$ cat config.mk
export PLATFORM = sky130hd
export DESIGN_NAME = axis_arb_mux
export DESIGN_NICKNAME = d
export VERILOG_FILES = /design/src/rtl/axis_arb_mux_pkg.sv /design/src/rtl/axis_arb_mux_rr_arbiter.sv /design/src/rtl/axis_arb_mux.sv
export SDC_FILE = /design/constraint.sdc
export NUM_CORES = 1
export LEC_CHECK = 0
export CORE_AREA = 5 5 98 100
export CTS_BUF_LIST = sky130_fd_sc_hd__clkbuf_16
export CTS_CLUSTER_DIAMETER = 80
export DETAILED_ROUTE_END_ITERATION = 12
export DIE_AREA = 0 0 103 105
export GPL_TIMING_DRIVEN = 0
export HOLD_SLACK_MARGIN = 0.02
export PLACE_DENSITY = 0.67
export SYNTH_ARGS = -nofsm -noshare
export SYNTH_HDL_FRONTEND = slang
export SYNTH_SLANG_ARGS = --single-unit
export TNS_END_PERCENT = 10
$ cat constraint.sdc
create_clock -name clk -period 4.6 [get_ports clk]
set_input_delay 0.46 -clock clk [delete_from_list [all_inputs] [get_ports clk]]
set_output_delay 0.46 -clock clk [all_outputs]
set_load 0.005 [all_outputs]
$ cat src/rtl/axis_arb_mux_pkg.sv
// Shared constants and helpers for the AXI-Stream packet arbiter/mux.
package axis_arb_mux_pkg;

  localparam string ARB_ROUND_ROBIN = "ROUND_ROBIN";
  localparam string ARB_PRIORITY    = "PRIORITY";

  // Width of a binary input index; never narrower than one bit.
  function automatic int calc_gw(input int n);
    return (n > 1) ? $clog2(n) : 1;
  endfunction

endpackage

$ cat src/rtl/axis_arb_mux_rr_arbiter.sv
// Combinational round-robin / fixed-priority request arbiter.
module axis_arb_mux_rr_arbiter
  import axis_arb_mux_pkg::*;
#(
  parameter int N  = 2,
  parameter int GW = calc_gw(N)
) (
  input  logic [N-1:0]  req,
  input  logic [GW-1:0] ptr,
  input  logic          prio_mode,
  output logic [N-1:0]  gnt,
  output logic [GW-1:0] idx,
  output logic          valid
);

  logic [2*N-1:0] req_dbl;
  logic [N-1:0]   req_rot;
  logic [GW-1:0]  start;
  int             off;
  int             pos;

  // Rotating the doubled vector puts the pointer position at bit 0, so the
  // search is a plain lowest-set-bit scan.
  assign start   = prio_mode ? '0 : ptr;
  assign req_dbl = {req, req};
  assign req_rot = N'(req_dbl >> start);
  assign valid   = |req;

  always_comb begin
    off = 0;
    for (int j = N - 1; j >= 0; j--) begin
      if (req_rot[j]) off = j;
    end
    pos = int'(start) + off;
    if (pos >= N) pos = pos - N;
    idx = GW'(pos);
    gnt = valid ? (N'(1) << idx) : '0;
  end

endmodule

$ cat src/rtl/axis_arb_mux.sv
// N-to-1 AXI-Stream packet mux; the grant is held from first beat to tlast.
module axis_arb_mux
  import axis_arb_mux_pkg::*;
#(
  parameter int    N          = 2,
  parameter int    DATA_BYTES = 8,
  parameter int    USER_WIDTH = 1,
  parameter int    ID_WIDTH   = 1,
  parameter int    DEST_WIDTH = 1,
  parameter string ARB_TYPE   = "ROUND_ROBIN",
  localparam int   GW         = calc_gw(N),
  localparam int   DW         = DATA_BYTES * 8
) (
  input  logic                       clk,
  input  logic                       reset,
  input  logic [N-1:0]               s_tvalid,
  output logic [N-1:0]               s_tready,
  input  logic [N*DW-1:0]            s_tdata,
  input  logic [N*DATA_BYTES-1:0]    s_tstrb,
  input  logic [N*DATA_BYTES-1:0]    s_tkeep,
  input  logic [N-1:0]               s_tlast,
  input  logic [N*ID_WIDTH-1:0]      s_tid,
  input  logic [N*DEST_WIDTH-1:0]    s_tdest,
  input  logic [N*USER_WIDTH-1:0]    s_tuser,
  output logic                       m_tvalid,
  input  logic                       m_tready,
  output logic [DW-1:0]              m_tdata,
  output logic [DATA_BYTES-1:0]      m_tstrb,
  output logic [DATA_BYTES-1:0]      m_tkeep,
  output logic                       m_tlast,
  output logic [ID_WIDTH-1:0]        m_tid,
  output logic [DEST_WIDTH-1:0]      m_tdest,
  output logic [USER_WIDTH-1:0]      m_tuser,
  output logic [N-1:0]               grant,
  output logic                       grant_valid,
  output logic [GW-1:0]              grant_encoded
);

  localparam logic PRIO = (ARB_TYPE == ARB_PRIORITY);

  if (ARB_TYPE != ARB_ROUND_ROBIN && ARB_TYPE != ARB_PRIORITY) begin : g_bad_arb_type
    $error("axis_arb_mux: unsupported ARB_TYPE %s", ARB_TYPE);
  end
  if (N < 1) begin : g_bad_n
    $error("axis_arb_mux: N must be at least 1");
  end

  logic          locked;
  logic [GW-1:0] sel_reg;
  logic [GW-1:0] rr_ptr;
  logic [GW-1:0] arb_sel;
  logic [GW-1:0] sel;
  logic [N-1:0]  arb_gnt;
  logic [N-1:0]  sel_onehot;
  logic          arb_valid;
  logic          active;
  logic          sel_valid;
  logic          accept;

  axis_arb_mux_rr_arbiter #(
    .N  (N),
    .GW (GW)
  ) u_arb (
    .req       (s_tvalid),
    .ptr       (rr_ptr),
    .prio_mode (PRIO),
    .gnt       (arb_gnt),
    .idx       (arb_sel),
    .valid     (arb_valid)
  );

  assign sel    = locked ? sel_reg : arb_sel;
  // Reset also gates the live arbiter so nothing is offered while held in reset.
  assign active = (locked | arb_valid) & ~reset;

  always_comb begin
    m_tdata    = '0;
    m_tstrb    = '0;
    m_tkeep    = '0;
    m_tlast    = 1'b0;
    m_tid      = '0;
    m_tdest    = '0;
    m_tuser    = '0;
    sel_valid  = 1'b0;
    sel_onehot = '0;
    s_tready   = '0;
    for (int i = 0; i < N; i++) begin
      if (int'(sel) == i) begin
        m_tdata       = s_tdata[i*DW +: DW];
        m_tstrb       = s_tstrb[i*DATA_BYTES +: DATA_BYTES];
        m_tkeep       = s_tkeep[i*DATA_BYTES +: DATA_BYTES];
        m_tlast       = s_tlast[i];
        m_tid         = s_tid[i*ID_WIDTH +: ID_WIDTH];
        m_tdest       = s_tdest[i*DEST_WIDTH +: DEST_WIDTH];
        m_tuser       = s_tuser[i*USER_WIDTH +: USER_WIDTH];
        sel_valid     = s_tvalid[i];
        sel_onehot[i] = 1'b1;
        s_tready[i]   = active & m_tready;
      end
    end
  end

  assign m_tvalid      = active & sel_valid;
  assign accept        = m_tvalid & m_tready;
  assign grant         = active ? (locked ? sel_onehot : arb_gnt) : '0;
  assign grant_valid   = active;
  assign grant_encoded = reset ? '0 : sel;

  // A single-beat packet never locks but still moves the round-robin pointer.
  always_ff @(posedge clk or posedge reset) begin
    if (reset) begin
      locked  <= 1'b0;
      sel_reg <= '0;
      rr_ptr  <= '0;
    end else if (accept) begin
      if (!m_tlast) begin
        locked  <= 1'b1;
        sel_reg <= sel;
      end else begin
        locked <= 1'b0;
        if (!PRIO) rr_ptr <= (int'(sel) == N - 1) ? '0 : sel + 1'b1;
      end
    end
  end

endmodule

---- Word-level counts from Yosys, hierarchy flattened ----
Index checks and enable logic that the tools add are counted.
operators by class
  $add $sub $neg .......................... 3
  $mul .................................... 0
  divide/modulo/power cells ............... 0
  order comparisons ....................... 1
  eq/ne operators ......................... 0
  shift operators ......................... 2
  mux-type cells .......................... 22
  bitwise operators ....................... 7
  reduce and logical (&&, ||, !) cells .... 3
operators with widths
  cell                   number
  $mux W64               1
  $mux W1                16
  $mux W8                2
  $mux W2                3
  $and A1 B1 Y1          4
  $reduce_and A2 Y1      2
  $shr A4 B1 Y2          1
  $add A1 B1 Y2          1
  $ge A2 B2 Y1 const B   1
  $not A1 Y1             2
  $reduce_or A2 Y1       1
  $shl A1 B1 Y2 const A  1
  $add A1 B1 Y1 const B  1
  $or A1 B1 Y1           1
  $sub A1 B1 Y1 const B  1
word-level totals
  flip-flop bits (word level) ............. 3
  latch bits .............................. 0
  RAM bits ................................ 0
  bits in read-only memories .............. 0
  input bits .............................. 173
  output and inout port bits .............. 91
  memories ................................ 0

---- Depth between registers and ports, before layout ----
  depth in word-level cells ............... 11
  gate-level depth with buffers ........... 7
  depth with buffers taken out ............ 4

---- Cells and area by module ----
A second synthesis with hierarchy kept.
unflattened totals
  cell total of the unflattened synthesis .. 311
  area total of the unflattened synthesis .. 1401.3 µm²
by module, submodules not included
  module                   instances  cells an instance  area an instance (µm²)
  axis_arb_mux             1          305                1353.8
  axis_arb_mux_rr_arbiter  1          6                  47.5

---- Least setup slack after synthesis ----
OpenSTA, ideal clock, no wires.
  path type ............................... input-to-output
  from .................................... in s_tvalid[0]
  to ...................................... out m_tdata[48]
  arrival time ............................ 1.628 ns
  data required time ...................... 4.140 ns
  setup slack ............................. 2.512 ns
  stages on the path ...................... 7
  buffers on the path ..................... 3
  path through ............................ inv_2 -> maj3_2 -> a21boi_2 -> buf_6 -> buf_12 -> buf_12 -> mux2_4
between the ends
  cells in the longest elaborated chain, start to end .. 8
RTL lines
  item                                                  line                           text
  from (decl)                                           axis_arb_mux.sv:16             input logic [N-1:0] s_tvalid,
  $shr A4 B1 Y2 (*)                                     axis_arb_mux_rr_arbiter.sv:26  assign req_rot = N'(req_dbl >> start);
  $mux W1                                               axis_arb_mux_rr_arbiter.sv:32  if (req_rot[j]) off = j;
  $mux W1 (*)                                           axis_arb_mux_rr_arbiter.sv:32
  $add A1 B1 Y2 (*)                                     axis_arb_mux_rr_arbiter.sv:34  pos = int'(start) + off;
  $ge A2 B2 Y1 / $sub A1 B1 Y1 (equally long branches)  axis_arb_mux_rr_arbiter.sv:35  if (pos >= N) pos = pos - N;
  $mux W1 (*)                                           axis_arb_mux_rr_arbiter.sv:35
  $mux W1 (*)                                           axis_arb_mux.sv:72             assign sel = locked ? sel_reg : arb_sel;
  $mux W64 (*)                                          axis_arb_mux.sv:88             if (int'(sel) == i) begin
  to (decl)                                             axis_arb_mux.sv:27             output logic [DW-1:0] m_tdata,
Mark *: on every way between the ends. The rest lies on a longest branch, timed or not.

---- Final worst setup path ----
  from .................................... in s_tvalid[0]
  to ...................................... out m_tdata[50]
The elaborated chain is that of the path after synthesis.

==> summary by stage <==
Synth
The biggest area contributor in the post-synthesis netlist is sky130_fd_sc_hd__mux2_2. After synthesis, the largest family of logic cells by area is multiplexers. After synthesis, the share of cell area in mux cells is 72.04%. The sequential-to-total area share from yosys stat is 5.464%. The post-synthesis cell area is 1374 um^2.

The number of nets in the synthesized netlist is 304. Of the post-synthesis cell area, the dominant cell type holds 64.75%. During synthesis, Yosys emitted a total of 0 warnings. The share of the synthesized area in compound gates (AO/OA/AOI/OAI) is 7.377%. Synthesis inferred 3 register bits. The simple-gate portion of the synthesized area is 4.007%. Of the total synthesized cell area, the portion taken by XOR and XNOR cells is 0%. The area share of fa/ha/maj cells after synthesis is 0.8197%.

In this run, distinct cell masters in the synthesized netlist total 26. A synthesized cell averages 10.49 um^2. In the post-synthesis netlist, the biggest area contributors are sky130_fd_sc_hd__mux2_2, sky130_fd_sc_hd__dfrtp_1, sky130_fd_sc_hd__buf_6. Synthesis produced 131 cells.

Worst setup path
Data arrives at the worst endpoint at 2.80 ns. By startpoint and endpoint, the worst setup path is classified as primary input to output pin. The type of destination of the critical path is an output pin. Traced cell by cell, the critical path runs through clkdlybuf4s50_1, inv_2, maj3_2, a21boi_2, buf_6, buf_12, buf_12, mux2_4, clkdlybuf4s50_1. Of all nets on the critical path, the largest fanout is 10.

The slowest cell on the critical path is sky130_fd_sc_hd__clkdlybuf4s50_1. For this run, the slowest stage of the critical path takes 0.57 ns. The kind of start point of the critical path is a primary input. For the worst setup path, the data required time is 4.14 ns. The slack of the worst reg-to-reg path is 3.02 ns.

Place
The global placer's final weighted congestion is 0.7458. The post-DP HPWL is 8304 um. At the placement stage, the worst setup path has a slack of 1.315 ns. Input and output buffers added on the ports amount to 263.

Timing
The count of final max-slew check failures came to 0. The fmax is 306.7 MHz. Summed over all failing endpoints, the final setup total negative slack is 0 ns. The setup skew after layout is 0.002069 ns. Setup repair after global routing left no endpoint under its margin. The number of hold violations in the final report is 0. Once routing completed, OpenROAD measured the worst setup slack at 1.339 ns. Of the available clock period, the critical path in the final layout requires 70.88%. The count of endpoints failing setup in the final report is 0. The minimum clock period is 3.261 ns. The worst slew margin relative to its limit is 74.03%.

At the pin with the least slew margin, the transition time is 0.3865 ns.

Final layout
Fill cells in the final layout number 832. The layout cell share with drive strength beyond 1 is 25.63%. Across the whole layout, storage elements account for 75.07 um^2. For this run, the post-layout net count is 572. The post-synthesis to final-layout area growth is 207.4%. Summing all multi-input logic gate instances after layout gives 1157 um^2.

Pwr
Dividing total power by cell area gives a power density of 433.2 nW/um^2. In this run the static leakage power is 1.605 nW. IR analysis of the VDD net gives a maximum drop of 0.2683 mV.

Drt
The first-iteration detailed-routing DRC count is 32. Dividing the detail-routed wire length by the instance count gives 18.18 um. After detailed routing, the number of remaining DRC violations is 0. The routed layout has 2143 vias.

The detail-routed via count per cell is 4.227. The total iterations of the first detailed-routing run is 3. The detail route stage leaves a number of antenna-violating nets equal to 0. Summed over all layers, the routed wires come to 9219 um.

Floorplanning
The core area is 8593 um^2. The floorplan has 34 rows. The effective utilization at floorplan is 15.99%. The die span in x is 103 um. The overall die height is 105 um. The I/O pin count is 264. The area of the die is 10820 um^2.

Clocking
Clock tree synthesis found a total of 3 sinks. The number of gates given a new drive strength after cts is 0. The clock tree root buffer cell is sky130_fd_sc_hd__clkbuf_16.

The insertion delay of the later-clocked pin in the worst-skew pair is 0.23 ns. The clock passes through at most 2 buffers. CTS built an H-tree with a depth of 1. The CTS tree is yes. The setup fix buffers added after clock tree synthesis is 0.

The TritonCTS buffer count is 3. The number of buffers added to fix hold violations after cts is 0. After clock tree synthesis, the clock-pin slew on the worst setup and hold paths is 0.03 ns.

Global route
The pin count of the biggest net entering global routing is 11. The number of antenna violations at the first check in global routing was 1. The via count of the first global-routing pass is 2337. The first-pass GRT wire length is 12920 um. Summed over all layers, the global routing overflow is 0. The global-route usage over all layers is 15.32%.

Status
The flow ran to the end, and the final reports show no timing, DRC or antenna violations.

Hold path
The tightest min-delay check is of the primary input to asynchronous set/reset pin type.

Flow run
The number of maximum-capacitance constraint violations is 0.
-- final timing paths --
check / from / to / cells after the start
worst max register to register: rr_ptr / sel_reg / 6
worst min register to register: locked / locked / 1
worst min-delay path: reset / rr_ptr / 2
max in group asynchronous: reset / locked / 2
worst max-delay path: s_tvalid[0] / m_tdata[50] / 9
min in group clk: locked / locked / 1
-- synth_stat cells, drive strengths merged --
| cell type | number |
|---|---|
| mux2 | 83 |
| buf | 10 |
| inv | 5 |
| nor2 | 5 |
| mux2i | 4 |
| o21ai | 4 |
| dfrtp | 3 |
| nand2 | 2 |
| nor3 | 2 |
| a211o | 1 |
| a211oi | 1 |
| a21bo | 1 |
| a21boi | 1 |
| a21oi | 1 |
| a31oi | 1 |
| maj3 | 1 |
| nand2b | 1 |
| nor3b | 1 |
| o211ai | 1 |
| o21ba | 1 |
| o21bai | 1 |
| o31ai | 1 |
-- cell families after synthesis --
kind of cell / Yosys count
AO/OA/AOI/OAI: 14
buffers and inverters: 15
multiplexers: 87
adder cells (fa/ha/maj): 1
flip-flops: 3
AND/OR/NAND/NOR: 11
-- power by group --
| part | switching [W] | internal [W] | leakage, nW |
|---|---|---|---|
| Sequential | 0.0000163 | 0.0000367 | 0.0309 |
| Combinational | 0.000528 | 0.00111 | 1.53 |
| Clock | 0.0000249 | 0.000112 | 0.0423 |
| Total | 0.000569 | 0.00126 | 1.61 |
-- stage by stage --
step                area, um^2  std cells  util, %  hold slack (ns)  total power [W]
finish                    4223        507    49.14           0.5882         0.001829
global route              4223        507    49.14           0.6272         0.001946
CTS                       4220        506    49.11           0.5886         0.001870
detailed placement        4141        502    48.19           0.6093         0.001720
global placement          4141        502    48.19           0.5719         0.001710
floorplan                 1374        131        -           0.2136        0.0008501
-- area by class of cell --
class | instances | share of cell area [%]
Sequential cell | 3 | 1.778
Inverter | 5 | 0.4444
Antenna cell | 1 | 0.05926
Multi-Input combinational cell | 113 | 27.41
Clock buffer | 3 | 1.778
Timing Repair Buffer | 263 | 62.34
Tap cell | 108 | 3.200
Clock inverter | 1 | 0.08889
Buffer | 10 | 2.904
-- layout by cell type, fill, tap and decap left out, drive strengths merged --
| master | Yosys | layout |
|---|---|---|
| inv | 5 | 6 |
| a21bo | 1 | 1 |
| a31oi | 1 | 1 |
| o31ai | 1 | 1 |
| nand2 | 2 | 2 |
| o211ai | 1 | 1 |
| nand2b | 1 | 1 |
| nor2 | 5 | 5 |
| clkbuf | 0 | 3 |
| o21ai | 4 | 4 |
| mux2 | 83 | 83 |
| a21oi | 1 | 1 |
| nor3 | 2 | 2 |
| clkdlybuf4s50 | 0 | 263 |
| nor3b | 1 | 1 |
| dfrtp | 3 | 3 |
| mux2i | 4 | 4 |
| buf | 10 | 10 |
| a211oi | 1 | 1 |
| a21boi | 1 | 1 |
| maj3 | 1 | 1 |
| o21ba | 1 | 1 |
| a211o | 1 | 1 |
| o21bai | 1 | 1 |
| diode | 0 | 1 |
-- worst max-delay path: cells and delay by family --
| family | cells | cell delay (ns) |
|---|---|---|
| adders and majority gates | 1 | 0.32 |
| muxes | 1 | 0.30 |
| buffers and inverters | 6 | 1.56 |
| AOI/OAI and AO/OA | 1 | 0.15 |
-- layer usage --
| metal | track usage [%] | up-vias | share of wire (%) |
|---|---|---|---|
| met5 | 0 | - | 0 |
| met4 | 3.330 | 0 | 1.6 |
| met3 | 3.531 | 12 | 9.6 |
| met2 | 31.26 | 124 | 56 |
| met1 | 14.94 | 980 | 33 |
| li1 | - | 1027 | - |
(Power assumes the default switching activity.)
